<file path="src/rtl/branch_corr_gen_pkg.sv">
// Shared definitions for the ID-stage branch correction generator.
// Holds the 104-bit correction-bus width, field offsets, fall-through
// offsets, the per-slot decode record type and the helpers that classify a
// slot, compute its redirect PC and pack its correction record.
package branch_corr_gen_pkg;

  localparam int CORR_W      = 104;

  // Correction-bus field offsets (LSB positions for multi-bit fields)
  localparam int F_VALID     = 0;
  localparam int F_TAKEN     = 1;
  localparam int F_PC_LSB    = 2;
  localparam int F_TGT_LSB   = 34;
  localparam int F_UNCOND    = 66;
  localparam int F_LINK      = 67;
  localparam int F_RET       = 68;
  localparam int F_PHT       = 69;
  localparam int F_BHT       = 70;
  localparam int F_FLUSH_V   = 71;
  localparam int F_FLUSH_LSB = 72;

  // Not-taken branch resumes after its delay slot; an aliased non-branch
  // simply resumes at the next instruction.
  localparam logic [31:0] DELAY_SLOT_OFF = 32'd8;
  localparam logic [31:0] ALIAS_OFF      = 32'd4;

  typedef logic [CORR_W-1:0] corr_rec_t;

  typedef struct packed {
    logic        valid;
    logic [31:0] pc;
    logic        br;
    logic        uncond;
    logic        link;
    logic        ret;
    logic        taken;
    logic [31:0] target;
    logic        pred_flag;
    logic        pht_flag;
    logic [31:0] pred_addr;
  } slot_t;

  typedef enum logic [1:0] {
    SC_NONE    = 2'd0,  // empty slot or correctly unpredicted non-branch
    SC_BR_OK   = 2'd1,  // branch predicted correctly
    SC_MISPRED = 2'd2,  // branch with wrong direction or target
    SC_ALIAS   = 2'd3   // BTB hit on a non-branch
  } slot_class_e;

  function automatic slot_class_e classify(input slot_t s);
    slot_class_e c;
    if (!s.valid) begin
      c = SC_NONE;
    end else if (s.br) begin
      if ((s.taken != s.pred_flag) || (s.taken && (s.target != s.pred_addr))) begin
        c = SC_MISPRED;
      end else begin
        c = SC_BR_OK;
      end
    end else if (s.pred_flag) begin
      c = SC_ALIAS;
    end else begin
      c = SC_NONE;
    end
    return c;
  endfunction

  function automatic logic [31:0] redirect_addr(input slot_t s);
    logic [31:0] a;
    if (s.br) begin
      if (s.taken) begin
        a = s.target;
      end else begin
        a = s.pc + DELAY_SLOT_OFF;
      end
    end else begin
      a = s.pc + ALIAS_OFF;
    end
    return a;
  endfunction

  // Branches produce a training record; anything else (only ever called for
  // an aliased slot) produces a BTB flush record.
  function automatic corr_rec_t make_record(input slot_t s);
    corr_rec_t r;
    r = {CORR_W{1'b0}};
    if (s.br) begin
      r[F_VALID]          = 1'b1;
      r[F_TAKEN]          = s.taken;
      r[F_PC_LSB +: 32]   = s.pc;
      r[F_TGT_LSB +: 32]  = s.target;
      r[F_UNCOND]         = s.uncond;
      r[F_LINK]           = s.link;
      r[F_RET]            = s.ret;
      r[F_PHT]            = s.pht_flag;
      r[F_BHT]            = 1'b0;
    end else begin
      r[F_FLUSH_V]         = 1'b1;
      r[F_FLUSH_LSB +: 32] = s.pc;
    end
    return r;
  endfunction

endpackage

</file>
<file path="src/rtl/branch_corr_gen_if.sv">
// ID bundle interface: bundle valid/ready handshake plus the two decoded
// instruction slots with the predictions they carried from IF.
//   master : decode side (drives in_valid_i, slot1_i, slot2_i)
//   slave  : branch_corr_gen (drives in_ready_o)
interface branch_corr_gen_if;
  import branch_corr_gen_pkg::*;

  logic  in_valid_i;
  logic  in_ready_o;
  slot_t slot1_i;
  slot_t slot2_i;

  modport master (output in_valid_i, output slot1_i, output slot2_i, input in_ready_o);
  modport slave  (input in_valid_i, input slot1_i, input slot2_i, output in_ready_o);
endinterface

</file>
<file path="src/rtl/branch_corr_gen_corr_queue.sv">
// corr_queue: circular correction-record FIFO with a registered head.
// Up to two pushes and one pop per cycle; the head pops every cycle while
// entries are stored. When storage is empty the first push bypasses
// straight into the head register so a record is visible one cycle after
// it is pushed. i_clear empties storage and zeroes the head.
// Ports:
//   clk, rst          clock, async active-high reset
//   i_clear           synchronous flush
//   i_push0/i_data0   first push (always the older record)
//   i_push1/i_data1   second push (only with i_push0)
//   o_head            registered head, zero when no record
//   o_count           entries held in storage (excluding the head)
module corr_queue #(
  parameter int QDEPTH = 4,
  parameter int W      = 104
) (
  input  logic                       clk,
  input  logic                       rst,
  input  logic                       i_clear,
  input  logic                       i_push0,
  input  logic [W-1:0]               i_data0,
  input  logic                       i_push1,
  input  logic [W-1:0]               i_data1,
  output logic [W-1:0]               o_head,
  output logic [$clog2(QDEPTH):0]    o_count
);
  localparam int PW = $clog2(QDEPTH);
  localparam int CW = PW + 1;
  localparam logic [PW-1:0] PTR_ONE = PW'(1);

  logic [W-1:0]  r_mem [QDEPTH];
  logic [PW-1:0] r_rd;
  logic [PW-1:0] r_wr;
  logic [CW-1:0] r_count;
  logic [W-1:0]  r_head;

  logic          w_pop;
  logic          w_st0_en;
  logic          w_st1_en;
  logic [W-1:0]  w_st0_data;
  logic [CW-1:0] w_n_st;

  // Decide which pushes land in storage: with no pop the first push feeds the head
  always_comb begin
    w_pop      = (r_count != {CW{1'b0}});
    w_st0_en   = 1'b0;
    w_st1_en   = 1'b0;
    w_st0_data = i_data0;
    if (w_pop) begin
      w_st0_en   = i_push0;
      w_st1_en   = i_push1;
      w_st0_data = i_data0;
    end else begin
      w_st0_en   = i_push1;
      w_st1_en   = 1'b0;
      w_st0_data = i_data1;
    end
    w_n_st = CW'(w_st0_en) + CW'(w_st1_en);
  end

  // Storage array write; no reset needed since count guards every read
  always_ff @(posedge clk) begin
    if (!i_clear && w_st0_en) r_mem[r_wr] <= w_st0_data;
    if (!i_clear && w_st1_en) r_mem[r_wr + PTR_ONE] <= i_data1;
  end

  // Pointers, occupancy and registered head
  always_ff @(posedge clk or posedge rst) begin
    if (rst) begin
      r_rd    <= {PW{1'b0}};
      r_wr    <= {PW{1'b0}};
      r_count <= {CW{1'b0}};
      r_head  <= {W{1'b0}};
    end else if (i_clear) begin
      r_rd    <= {PW{1'b0}};
      r_wr    <= {PW{1'b0}};
      r_count <= {CW{1'b0}};
      r_head  <= {W{1'b0}};
    end else begin
      r_wr    <= r_wr + PW'(w_n_st);
      r_count <= r_count - CW'(w_pop) + w_n_st;
      if (w_pop) begin
        r_head <= r_mem[r_rd];
        r_rd   <= r_rd + PTR_ONE;
      end else if (i_push0) begin
        r_head <= i_data0;
      end else begin
        r_head <= {W{1'b0}};
      end
    end
  end

  assign o_head  = r_head;
  assign o_count = r_count;
endmodule

</file>
<file path="src/rtl/branch_corr_gen.sv">
// branch_corr_gen: ID-stage branch resolution and correction generator.
// Resolves up to two decoded slots per cycle against their IF predictions,
// issues a one-cycle registered fetch redirect on a mispredict or BTB alias,
// and serialises training / BTB-flush records onto the 104-bit correction
// bus through corr_queue.
// Ports:
//   clk, rst             clock, async active-high reset
//   exception_flag_i     exception flush (drops bundle, clears queue)
//   id_bus               ID bundle handshake and slots (slave modport)
//   branch_flag_o        registered redirect pulse
//   branch_addr_o        redirect PC
//   corr_branch_bus_o    registered correction record
//   stat_branches_o      enqueued branch records (saturating)
//   stat_mispred_o       redirects issued (saturating)
// Optional feature: define BRANCH_CORR_STAT_EN to build the statistics
// counters; otherwise both stat outputs are tied to zero.
module branch_corr_gen
  import branch_corr_gen_pkg::*;
#(
  parameter int QDEPTH = 4
) (
  input  logic                 clk,
  input  logic                 rst,
  input  logic                 exception_flag_i,
  branch_corr_gen_if.slave     id_bus,
  output logic                 branch_flag_o,
  output logic [31:0]          branch_addr_o,
  output logic [CORR_W-1:0]    corr_branch_bus_o,
  output logic [31:0]          stat_branches_o,
  output logic [31:0]          stat_mispred_o
);
  localparam int CW = $clog2(QDEPTH) + 1;
  localparam logic [CW-1:0] READY_MAX = CW'(QDEPTH - 2);

  logic          r_branch_flag;
  logic [31:0]   r_branch_addr;
  logic [CW-1:0] w_count;
  logic          w_accept;
  slot_class_e   w_cls1;
  slot_class_e   w_cls2;
  logic          w_s1_redir;
  logic          w_s2_live;
  logic          w_s2_redir;
  logic          w_s1_rec;
  logic          w_s2_rec;
  logic          w_redirect;
  logic [31:0]   w_redirect_addr;
  logic          w_push0;
  logic          w_push1;
  corr_rec_t     w_push0_data;
  corr_rec_t     w_push1_data;

  assign id_bus.in_ready_o = (w_count <= READY_MAX);

  // The cycle after a redirect carries wrong-path instructions, so it is not accepted
  assign w_accept = id_bus.in_valid_i && id_bus.in_ready_o &&
                    !exception_flag_i && !r_branch_flag;

  // Slot classification; a redirecting slot 1 squashes slot 2 entirely
  always_comb begin
    w_cls1     = classify(id_bus.slot1_i);
    w_cls2     = classify(id_bus.slot2_i);
    w_s1_redir = (w_cls1 == SC_MISPRED) || (w_cls1 == SC_ALIAS);
    w_s2_live  = !w_s1_redir;
    w_s2_redir = w_s2_live && ((w_cls2 == SC_MISPRED) || (w_cls2 == SC_ALIAS));
    w_s1_rec   = (w_cls1 != SC_NONE);
    w_s2_rec   = w_s2_live && (w_cls2 != SC_NONE);
    w_redirect = w_accept && (w_s1_redir || w_s2_redir);
    if (w_s1_redir) begin
      w_redirect_addr = redirect_addr(id_bus.slot1_i);
    end else if (w_s2_redir) begin
      w_redirect_addr = redirect_addr(id_bus.slot2_i);
    end else begin
      w_redirect_addr = 32'd0;
    end
  end

  // Compact the surviving records so the older one is always push 0
  always_comb begin
    w_push0      = 1'b0;
    w_push1      = 1'b0;
    w_push0_data = make_record(id_bus.slot1_i);
    w_push1_data = make_record(id_bus.slot2_i);
    if (w_s1_rec) begin
      w_push0 = w_accept;
      w_push1 = w_accept && w_s2_rec;
    end else if (w_s2_rec) begin
      w_push0      = w_accept;
      w_push0_data = make_record(id_bus.slot2_i);
    end else begin
      w_push0 = 1'b0;
    end
  end

  // Registered redirect; the address holds its last value between pulses
  always_ff @(posedge clk or posedge rst) begin
    if (rst) begin
      r_branch_flag <= 1'b0;
      r_branch_addr <= 32'd0;
    end else begin
      r_branch_flag <= w_redirect;
      if (w_redirect) r_branch_addr <= w_redirect_addr;
    end
  end

  assign branch_flag_o = r_branch_flag;
  assign branch_addr_o = r_branch_addr;

  corr_queue #(
    .QDEPTH (QDEPTH),
    .W      (CORR_W)
  ) u_corr_queue (
    .clk     (clk),
    .rst     (rst),
    .i_clear (exception_flag_i || r_branch_flag),
    .i_push0 (w_push0),
    .i_data0 (w_push0_data),
    .i_push1 (w_push1),
    .i_data1 (w_push1_data),
    .o_head  (corr_branch_bus_o),
    .o_count (w_count)
  );

`ifdef BRANCH_CORR_STAT_EN
  logic [31:0] r_stat_br;
  logic [31:0] r_stat_mis;
  logic [1:0]  w_br_cnt;
  logic [32:0] w_br_sum;

  // Branch records enqueued this cycle (0..2)
  always_comb begin
    if (w_accept) begin
      w_br_cnt = {1'b0, (w_cls1 == SC_BR_OK) || (w_cls1 == SC_MISPRED)} +
                 {1'b0, w_s2_live && ((w_cls2 == SC_BR_OK) || (w_cls2 == SC_MISPRED))};
    end else begin
      w_br_cnt = 2'd0;
    end
    w_br_sum = {1'b0, r_stat_br} + {31'd0, w_br_cnt};
  end

  // Saturating statistics counters
  always_ff @(posedge clk or posedge rst) begin
    if (rst) begin
      r_stat_br  <= 32'd0;
      r_stat_mis <= 32'd0;
    end else begin
      r_stat_br <= w_br_sum[32] ? 32'hFFFF_FFFF : w_br_sum[31:0];
      if (w_redirect && (r_stat_mis != 32'hFFFF_FFFF)) r_stat_mis <= r_stat_mis + 32'd1;
    end
  end

  assign stat_branches_o = r_stat_br;
  assign stat_mispred_o  = r_stat_mis;
`else
  assign stat_branches_o = 32'd0;
  assign stat_mispred_o  = 32'd0;
`endif

endmodule

</file>
<file path="src/flat_wrapper.sv">
// flat-port wrapper written by rule: the top's interface ports become plain ports
module branch_corr_gen_flat import branch_corr_gen_pkg::*;
#(
  parameter int QDEPTH = 4
)
  (clk, rst, exception_flag_i, branch_flag_o, branch_addr_o, corr_branch_bus_o, stat_branches_o, stat_mispred_o, id_bus_in_valid_i, id_bus_slot1_i, id_bus_slot2_i, id_bus_in_ready_o);
  branch_corr_gen_if id_bus_i ();
  input  logic clk;
  input  logic rst;
  input  logic exception_flag_i;
  output logic branch_flag_o;
  output logic [31:0] branch_addr_o;
  output logic [CORR_W-1:0] corr_branch_bus_o;
  output logic [31:0] stat_branches_o;
  output logic [31:0] stat_mispred_o;
  input wire logic [$bits(id_bus_i.in_valid_i)-1:0] id_bus_in_valid_i;
  input wire logic [$bits(id_bus_i.slot1_i)-1:0] id_bus_slot1_i;
  input wire logic [$bits(id_bus_i.slot2_i)-1:0] id_bus_slot2_i;
  output wire logic [$bits(id_bus_i.in_ready_o)-1:0] id_bus_in_ready_o;
  assign id_bus_i.in_valid_i = id_bus_in_valid_i;
  assign id_bus_i.slot1_i = id_bus_slot1_i;
  assign id_bus_i.slot2_i = id_bus_slot2_i;
  assign id_bus_in_ready_o = id_bus_i.in_ready_o;
  branch_corr_gen #(.QDEPTH(QDEPTH)) u_core (.clk(clk), .rst(rst), .exception_flag_i(exception_flag_i), .id_bus(id_bus_i), .branch_flag_o(branch_flag_o), .branch_addr_o(branch_addr_o), .corr_branch_bus_o(corr_branch_bus_o), .stat_branches_o(stat_branches_o), .stat_mispred_o(stat_mispred_o));
endmodule
</file>
<file path="config.mk">
export PLATFORM = sky130hd
export DESIGN_NAME = branch_corr_gen_flat
export DESIGN_NICKNAME = d
export VERILOG_FILES = /design/src/rtl/branch_corr_gen_pkg.sv /design/src/rtl/branch_corr_gen_if.sv /design/src/rtl/branch_corr_gen_corr_queue.sv /design/src/rtl/branch_corr_gen.sv /design/src/flat_wrapper.sv
export SDC_FILE = /design/constraint.sdc
export NUM_CORES = 1
export LEC_CHECK = 0
export BUFFER_PORTS_ARGS = -buffer_cell sky130_fd_sc_hd__buf_4
export CAP_MARGIN = 20
export CORE_MARGIN = 2
export CORE_UTILIZATION = 35
export CTS_CLUSTER_SIZE = 28
export DETAILED_ROUTE_END_ITERATION = 10
export GPL_TIMING_DRIVEN = 0
export PLACE_DENSITY = 0.56
export SYNTH_ARGS = -nofsm -noshare
export SYNTH_HDL_FRONTEND = slang
export SYNTH_SLANG_ARGS = --single-unit
</file>
<file path="constraint.sdc">
create_clock -name clk -period 13.04 [get_ports clk]
set_clock_uncertainty 0.2 [all_clocks]
set_input_delay 2.608 -clock clk [delete_from_list [all_inputs] [get_ports clk]]
set_output_delay 2.608 -clock clk [all_outputs]
set_load 0.01 [all_outputs]
</file>
Yosys cells after proc, flatten, opt, wreduce, memory -nomap -nowiden
Memories as Yosys holds them, arrays and structs flattened. Cells that the tools add are included. W data, S select, Z words.

$add $sub $neg: 10. $lt $le $gt $ge: 1. Eq/ne operators: 8. Mux-type cells: 37. Reductions and logical operators: 25.

Operator list (count): $mux W104 (6); $mux W32 (6); $mux W70 (2); $mux W33 (2); $add A32 B3 Y32 const B (2); $add A32 B4 Y32 const B (2); $ne A32 B32 Y1 (2); $mux W2 (11); $logic_and A1 B1 Y1 (11); $mux W1 (9); $eq A2 B2 Y1 const B (4); $logic_or A1 B1 Y1 (6); $reduce_bool A2 Y1 (3); $add A2 B1 Y2 const B (2); $logic_not A1 Y1 (4); $add A3 B2 Y3 (1); $le A3 B2 Y1 const B (1); $mux W3 (1); $reduce_bool A3 Y1 (1); $sub A3 B1 Y3 (1); $add A1 B1 Y2 (1); $add A2 B2 Y2 (1); $ne A1 B1 Y1 (2).

Flip-flop bits (word level): 144. Bits in writable memories: 416. Output and inout port bits: 202. Logic and storage cells: 88. Memories kept: 1.

Memories: u_core.u_corr_queue.r_mem (depth 4, width 104, read ports 1, clocked after memory_dff 0, wr ports 2, RTL line branch_corr_gen_corr_queue.sv:31) `logic [W-1:0] r_mem [QDEPTH];`.

Depth between registers and ports, before layout
Gate-level depths: netlist (run 1).

Depth in word-level cells: 16. Depth in mapped cells: 17. Gate-level depth less buffers: 17.

By module
Synthesis (run 1) repeated with hierarchy kept, for this count alone.

Cells, all modules: 2501. Area total of the unflattened synthesis: 32079.5 µm².

Modules (own cells, without submodules): corr_queue (times used 1, cells an instance 1302, area each 24115.6 µm²); branch_corr_gen (times used 1, cells an instance 1199, area each 7963.9 µm²).

Least setup slack after synthesis (run 1)
Ideal clock, no wire load.

Path kind: input to register. Start: in id_bus_slot1_i[19]. End: mem u_core.u_corr_queue.r_mem[3][0] (enable). Setup time: 0.722 ns. Arrival time: 11.595 ns. Slack: 0.523 ns. Cell stages on the path: 7. Path buffers: 0. Path through: xnor2_1 -> nand4_1 -> nor4_2 -> nand3_2 -> a2111oi_4 -> nand2_1 -> a21boi_0.

RTL lines: start: declaration (RTL line flat_wrapper.sv:17) `input wire logic [$bits(id_bus_i.slot1_i)-1:0] id_bus_slot1_i;`; end: declaration (RTL line branch_corr_gen_corr_queue.sv:31).

==> results of run 1 <==
==> sequential cells by signal, indices dropped and copies added (netlist names) <==
signal,flops
u_core.u_corr_queue.r_mem,412
u_core.u_corr_queue.o_head,103
u_core.branch_addr_o,32
u_core.u_corr_queue.o_count,3
u_core.u_corr_queue.r_rd,2
u_core.u_corr_queue.r_wr,2
u_core.branch_flag_o,1
==> area by class of cell <==
type	count	area [um^2]
inverters	22	90.1
multi-input cells	1941	13200
well taps	1144	1430
repair buffers	344	2910
fillers	8213	48600
clock inverters	28	258
diodes	5	12.5
flip-flops and latches	555	16000
plain buffers	301	1410
clock buffers	83	1720
==> cell usage in the layout (no fill, tap or decap), types with 16 or more instances in the layout <==
cell type  count
edfxtp_1     412
buf_4        385
nand2_1      384
o21ai_0      259
clkbuf_1     199
nor2_1       183
mux2i_1      179
dfrtp_1      143
o22ai_1      118
mux4_2       103
xnor2_1       93
a31oi_1       88
a21oi_1       70
conb_1        65
clkbuf_16     62
nand4_1       46
nand3_1       37
nor3_1        37
xor2_1        31
buf_1         27
buf_2         21
a22oi_1       19
inv_1         17
nor4_1        16
==> worst max-delay path by stage <==
stage	end	slack, ns	cells past startpoint
floorplan	u_core.u_corr_queue.r_mem[3][0]$_DFFE_PP_	0.52	7
global placement	u_core.u_corr_queue.r_mem[3][44]$_DFFE_PP_	-7.99	8
detailed placement	u_core.u_corr_queue.r_mem[1][42]$_DFFE_PP_	6.28	11
CTS	u_core.u_corr_queue.r_mem[1][42]$_DFFE_PP_	6.90	11
global route	u_core.u_corr_queue.r_mem[1][44]$_DFFE_PP_	6.65	11
finish	u_core.u_corr_queue.r_mem[1][44]$_DFFE_PP_	6.80	11
==> worst max-delay path, stage by stage <==
cell and delay, ns:
buf_4 0.15, xnor2_1 0.19, nand4_1 0.15, nor4_2 0.40, nand3_2 0.38, a2111oi_4 0.82
nand2_1 0.29, a21oi_4 0.65, buf_12 0.28, buf_12 0.21, buf_16 0.18
==> power groups by stage <==
stage	clock network (W)	registers, W	logic, W
after CTS	0.00175	0.00232	0.00235
after global routing	0.00182	0.00233	0.00251
after detailed placement	0	0.00235	0.00234
after global placement	0	0.00236	0.00230
after floorplan	0	0.00237	0.00131
final	0.00174	0.00232	0.00238
==> metrics by stage <==
stage          instances  hold WS (ns)  utilization (%)  setup slack (ns)  cell area, um^2
2_1_floorplan       2819         0.330                -             0.523            30600
3_3_place_gp        4279         0.291             40.2             -7.99            34400
3_5_place_dp        4303         0.291             40.8              6.28            34900
4_1_cts             4414         0.308             43.1              6.90            36900
5_1_grt             4419         0.355             43.2              6.65            36900
6_report            4423         0.304             43.2              6.80            37000
==> kinds of logic (layout without fill, tap and decap cells) <==
logic type | Yosys count | count (layout) | synth area share (%)
AND/OR/NAND/NOR | 769 | 769 | 11.1
AO/OA/AOI/OAI | 690 | 690 | 13.8
flip-flops | 555 | 555 | 52.6
buffers and inverters | 323 | 778 | 4.93
multiplexers | 283 | 283 | 13.6
XOR/XNOR | 124 | 124 | 3.58
adder cells (fa/ha/maj) | 10 | 10 | 0.437
other | 1 | 70 | 0.0124
==> metal layers <==
metal | wire length (um) | global-route usage (%) | vias up | share of wire, %
met5 | 83 | 0 | - | 0.063
met4 | 8110 | 15.6 | 14 | 6.2
met3 | 14500 | 7.01 | 326 | 11
met2 | 58100 | 43.5 | 1631 | 44
met1 | 50800 | 37.8 | 13134 | 39
li1 | - | - | 11208 | -
==> run_results.csv, run 1 <==
group,metric,value,unit
run_status,status,"complete, no violations",
power,sw_frac_of_total,35.8,%
sta,max_clock_freq,160,MHz
clock_tree,tritoncts,"done",
synth,synth_warnings,0,
clock_tree,cts_hold_buf,0,
layout,drive_gt1_share,19.9,%
worst_hold_path,worstHoldPathCells,1,
layout,syn2layout_area_growth,21.9,%
synth,syn_area_per_cell,11.0,um^2
worst_setup_path,r2r-end,"u_core.u_corr_queue.r_mem[1][44]$_DFFE_PP_",
power,total_power,0.00645,W
floorplan,rows,107,
floorplan,initial_core_util,35.5,%
sta,setup_tns,0,ns
worst_hold_path,min_from,"u_core.branch_addr_o[31]$_DFFE_PP0P_",
sta,rsz0062_at_grt,"no",
clock_tree,cts_made_buffers,59,
clock_tree,cts_resized,0,
power,seq_power_share,36.0,%
worst_hold_path,min_to,"u_core.branch_addr_o[31]$_DFFE_PP0P_",
detailed_routing,drt-total-wl,132000,um
detailed_routing,via_count,26313,
detailed_routing,drtIter0Drc,3163,
synth,synthTopCellsByCount,"edfxtp_1, nand2_1, o21ai_0, clkbuf_1, nor2_1",
sta,worst_slew_pin_slew,1.25,ns
synth,ys_top_cells_by_area,"edfxtp_1, dfrtp_1, mux4_2",
clock_tree,cts.clk_slew.worst_paths,0.06,ns
clock_tree,post-cts-setup-buffers,0,
power,power_switching,0.00231,W
sta,drv_slew,0,
synth,synth-seq-cells,555,
detailed_routing,wl_per_cell,29.8,um
synth,ys_seq_area_share,52.6,%
global_routing,grt_overflow,0,
sta,period_share,47.8,%
detailed_routing,drc,0,
synth,syn_inst,2755,
floorplan,die_area,89000,um^2
floorplan,ios,414,
synth,yosys.area.top_type,"edfxtp_1",
synth,ys_types,73,
power,p_per_area,174,nW/um^2
power,total_leakage_power,13.8,nW
sta,period_needed,6.24,ns
sta,slew_headroom,16.2,%
sta,hold_violations,0,
synth,synth.most_common_cell,"edfxtp_1",
detailed_routing,ant_nets,0,
power,power.internal,0.00414,W
power,p_clk_share,27.0,%
clock_tree,clock-sinks,555,
worst_setup_path,startpoint,"id_bus_slot1_i[55]",
worst_setup_path,required,13.17,ns
worst_setup_path,r2r-start,"u_core.branch_flag_o$_DFF_PP0_",
worst_setup_path,r2r_cells,8,
global_routing,track_usage,28.7,%
floorplan,die_h,298,um
synth,synthesis.area,30300,um^2
clock_tree,cts_buffer_depth,3,
power,comb_power_share,37.0,%
job,max-cap-violations,0,
synth,synthFlopType,"edfxtp_1",
synth,synth-edff-count,412,
detailed_routing,avgViaCountPerCell,5.95,
clock_tree,clk_latency,0.65,ns
global_routing,grt_pass1_vias,25416,
placement,portBuffers,316,
global_routing,grt_pass1_wl,185000,um
placement,hpwl,95600,um
sta,setup_viol,0,
synth,yosys.area.top_type_share,40.8,%
clock_tree,root_buffer,"clkbuf_16",
detailed_routing,first_pass_iters,6,
worst_setup_path,path_class,"in -> reg",
worst_hold_path,holdCritPathClass,"reg -> reg",
power,vdd_drop_max,106,uV
worst_setup_path,cp_data_arrival_time,6.37,ns
worst_setup_path,critPathLaunchType,"input port",
placement,gp_congestion,1.01,
worst_setup_path,critPathCaptureType,"flop",
clock_tree,htreeDepth,2,
floorplan,die_w,298,um
worst_setup_path,path_max_fanout,20,
synth,async_flop_share,25.8,%
worst_setup_path,r2r_slack,8.61,ns
global_routing,antenna_found_initial,14,
layout,finalNetCount,3446,
floorplan,core,85500,um^2
global_routing,grt_max_degree,105,
No activity file was read; power rests on OpenSTA's default activity.
==> run 2: changes to the inputs <==
- PLACE_DENSITY: 0.56 -> 0.58
- clock period: 13.04 -> 5.05 ns (I/O delays scaled with it)
==> run_results.csv, run 2 (synthesized netlist as in run 1, its figures left out) <==
group,metric,value,unit
run_status,status,"complete, no violations",
layout,largest_reg_flops,412,
layout,drive_gt1_share,20.0,%
worst_setup_path,required,5.17,ns
worst_setup_path,critPathLaunchType,"input port",
global_routing,grt_max_degree,97,
sta,rsz0062_at_grt,"no",
clock_tree,cts_made_buffers,60,
worst_setup_path,cp_top_family,"compound AO/OA/AOI/OAI gates",
power,sw_frac_of_total,35.6,%
power,power.internal,0.0108,W
layout,fin_cells,4425,
worst_hold_path,holdCritPathClass,"in -> async",
clock_tree,tritoncts,"done",
detailed_routing,drtIter0Drc,3291,
power,comb_power_share,36.5,%
detailed_routing,wl_per_cell,29.4,um
worst_setup_path,path_class,"in -> reg",
placement,dp.cells,4302,
detailed_routing,drt-total-wl,130000,um
power,total_power,0.0167,W
clock_tree,htreeDepth,2,
sta,worst_slew_pin_slew,1.19,ns
power,p_clk_share,27.7,%
worst_setup_path,path_max_fanout,20,
global_routing,antenna_found_initial,13,
worst_setup_path,crit_path_frequent_cell,"buf_16",
sta,setup_viol,0,
placement,dpl_worst_slack,-0.119,ns
worst_setup_path,cp_data_arrival_time,4.74,ns
worst_setup_path,max_stage_delay,0.76,ns
clock_tree,clock-sinks,555,
power,seq_power_share,35.8,%
floorplan,core,85500,um^2
sta,slew_headroom,20.9,%
clock_tree,cts.clk_slew.worst_paths,0.06,ns
sta,max_clock_freq,217,MHz
floorplan,die_w,298,um
worst_setup_path,path_cells,"buf_4 -> xnor2_1 -> nand4_1 -> nor4_2 -> nand3_2 -> a2111oi_4 -> nand2_1 -> a21boi_4 -> buf_16 -> buf_16 -> buf_12",
job,max-cap-violations,0,
floorplan,initial_core_util,35.5,%
power,p_per_area,451,nW/um^2
floorplan,die_h,298,um
clock_tree,cts_buffer_depth,3,
placement,hpwl,94300,um
sta,drv_slew,0,
floorplan,ios,414,
clock_tree,cts_resized,0,
worst_setup_path,slowest_stage,"a2111oi_4",
detailed_routing,avgViaCountPerCell,5.92,
global_routing,track_usage,28.4,%
layout,top_register,"u_core.u_corr_queue.r_mem",
layout,finalNetCount,3445,
global_routing,grt_pass1_wl,182000,um
sta,period_needed,4.62,ns
power,power_switching,0.00596,W
power,vdd_drop_max,308,uV
sta,fin_ws,0.433,ns
layout,syn2layout_area_growth,22.2,%
layout,final_cell_mix,"edfxtp_1, buf_4, nand2_1",
floorplan,rows,107,
placement,portBuffers,316,
clock_tree,root_buffer,"clkbuf_16",
clock_tree,post-cts-setup-buffers,0,
power,total_leakage_power,13.8,nW
detailed_routing,drc,0,
layout,nFillCells,8228,
floorplan,die_area,89000,um^2
global_routing,grt_pass1_vias,25101,
clock_tree,cts_hold_buf,0,
sta,period_share,91.4,%
detailed_routing,first_pass_iters,6,
worst_setup_path,cp_num_buf_inv,4,
placement,gp_congestion,0.998,
layout,final_common_cell,"edfxtp_1",
worst_setup_path,critPathCaptureType,"flop",
clock_tree,clk_latency,0.66,ns
detailed_routing,ant_nets,0,
sta,hold_violations,0,
global_routing,grt_overflow,0,
detailed_routing,via_count,26175,
run 2: changes by cell type in the layout (fill, tap and decap cells not counted), moves of 4 or more:
cell	delta
clkbuf_8	-6
clkinvlp_4	+7
clkbuf_1	-5
inv_6	+4
run 2: cell type report:
| type | instances | area, um^2 | area share (%) |
|---|---|---|---|
| Timing Repair Buffer | 342 | 2910 | 7.86 |
| Tap cell | 1144 | 1430 | 3.86 |
| Clock inverter | 40 | 389 | 1.05 |
| Clock buffer | 74 | 1670 | 4.50 |
| Inverter | 22 | 90.1 | 0.243 |
| Sequential cell | 555 | 16000 | 43.0 |
| Multi-Input combinational cell | 1941 | 13200 | 35.6 |
| Buffer | 301 | 1410 | 3.81 |
| Antenna cell | 6 | 15.0 | 0.0405 |
run 2: worst paths after layout:
| path | startpoint | endpoint | slack (ns) | cells past startpoint |
|---|---|---|---|---|
| max | id_bus_slot1_i[65] | u_core.u_corr_queue.r_mem[3][60]$_DFFE_PP_ | 0.43 | 11 |
| min | rst | u_core.u_corr_queue.o_head[77]$_DFF_PP0_ | 0.15 | 2 |
| max reg2reg | u_core.branch_flag_o$_DFF_PP0_ | u_core.u_corr_queue.r_mem[3][60]$_DFFE_PP_ | 0.66 | 8 |
| min reg2reg | u_core.branch_addr_o[25]$_DFFE_PP0P_ | u_core.branch_addr_o[25]$_DFFE_PP0P_ | 0.37 | 1 |
| max in group asynchronous | rst | u_core.u_corr_queue.o_head[55]$_DFF_PP0_ | 3.62 | 3 |
| min in group clk | u_core.branch_addr_o[25]$_DFFE_PP0P_ | u_core.branch_addr_o[25]$_DFFE_PP0P_ | 0.37 | 1 |
run 2: power by group through the flow:
stage | clock network, W | registers [W] | logic (W)
after global placement | 0 | 0.00609 | 0.00588
after CTS | 0.00466 | 0.00598 | 0.00601
after detailed placement | 0 | 0.00607 | 0.00599
after floorplan | 0 | 0.00612 | 0.00338
after global routing | 0.00484 | 0.00602 | 0.00646
final | 0.00463 | 0.00599 | 0.00611
run 2: stage by stage:
| step | utilization, % | hold WS [ns] | setup TNS, ns | area (um^2) |
|---|---|---|---|---|
| after global placement | 40.2 | 0.356 | -1598.07 | 34400 |
| after CTS | 43.3 | 0.152 | 0 | 37000 |
| after detailed placement | 40.8 | 0.352 | -2.95 | 34900 |
| after global routing | 43.3 | 0.178 | 0 | 37000 |
| final | 43.3 | 0.152 | 0 | 37100 |
| after floorplan | - | 0.330 | -206.03 | 30600 |
run 2: routing by layer:
metal | up-vias | part of all wire, % | wire length (um) | track usage [%]
met5 | - | 0.075 | 98 | 0
met4 | 16 | 5.9 | 7700 | 15.1
met3 | 323 | 12 | 15000 | 7.68
met2 | 1706 | 45 | 58200 | 43.3
met1 | 12914 | 38 | 49100 | 36.9
li1 | 11216 | - | - | -
run 2: worst reg2reg max path, cell delays in order (launching register included):
cell and delay, ns:
dfrtp_1 0.45, nor2_1 0.44, nand3_1 0.58, a2111oi_4 0.76, nand2_1 0.28, a21boi_4 0.66, buf_16 0.25, buf_16 0.21
buf_12 0.21
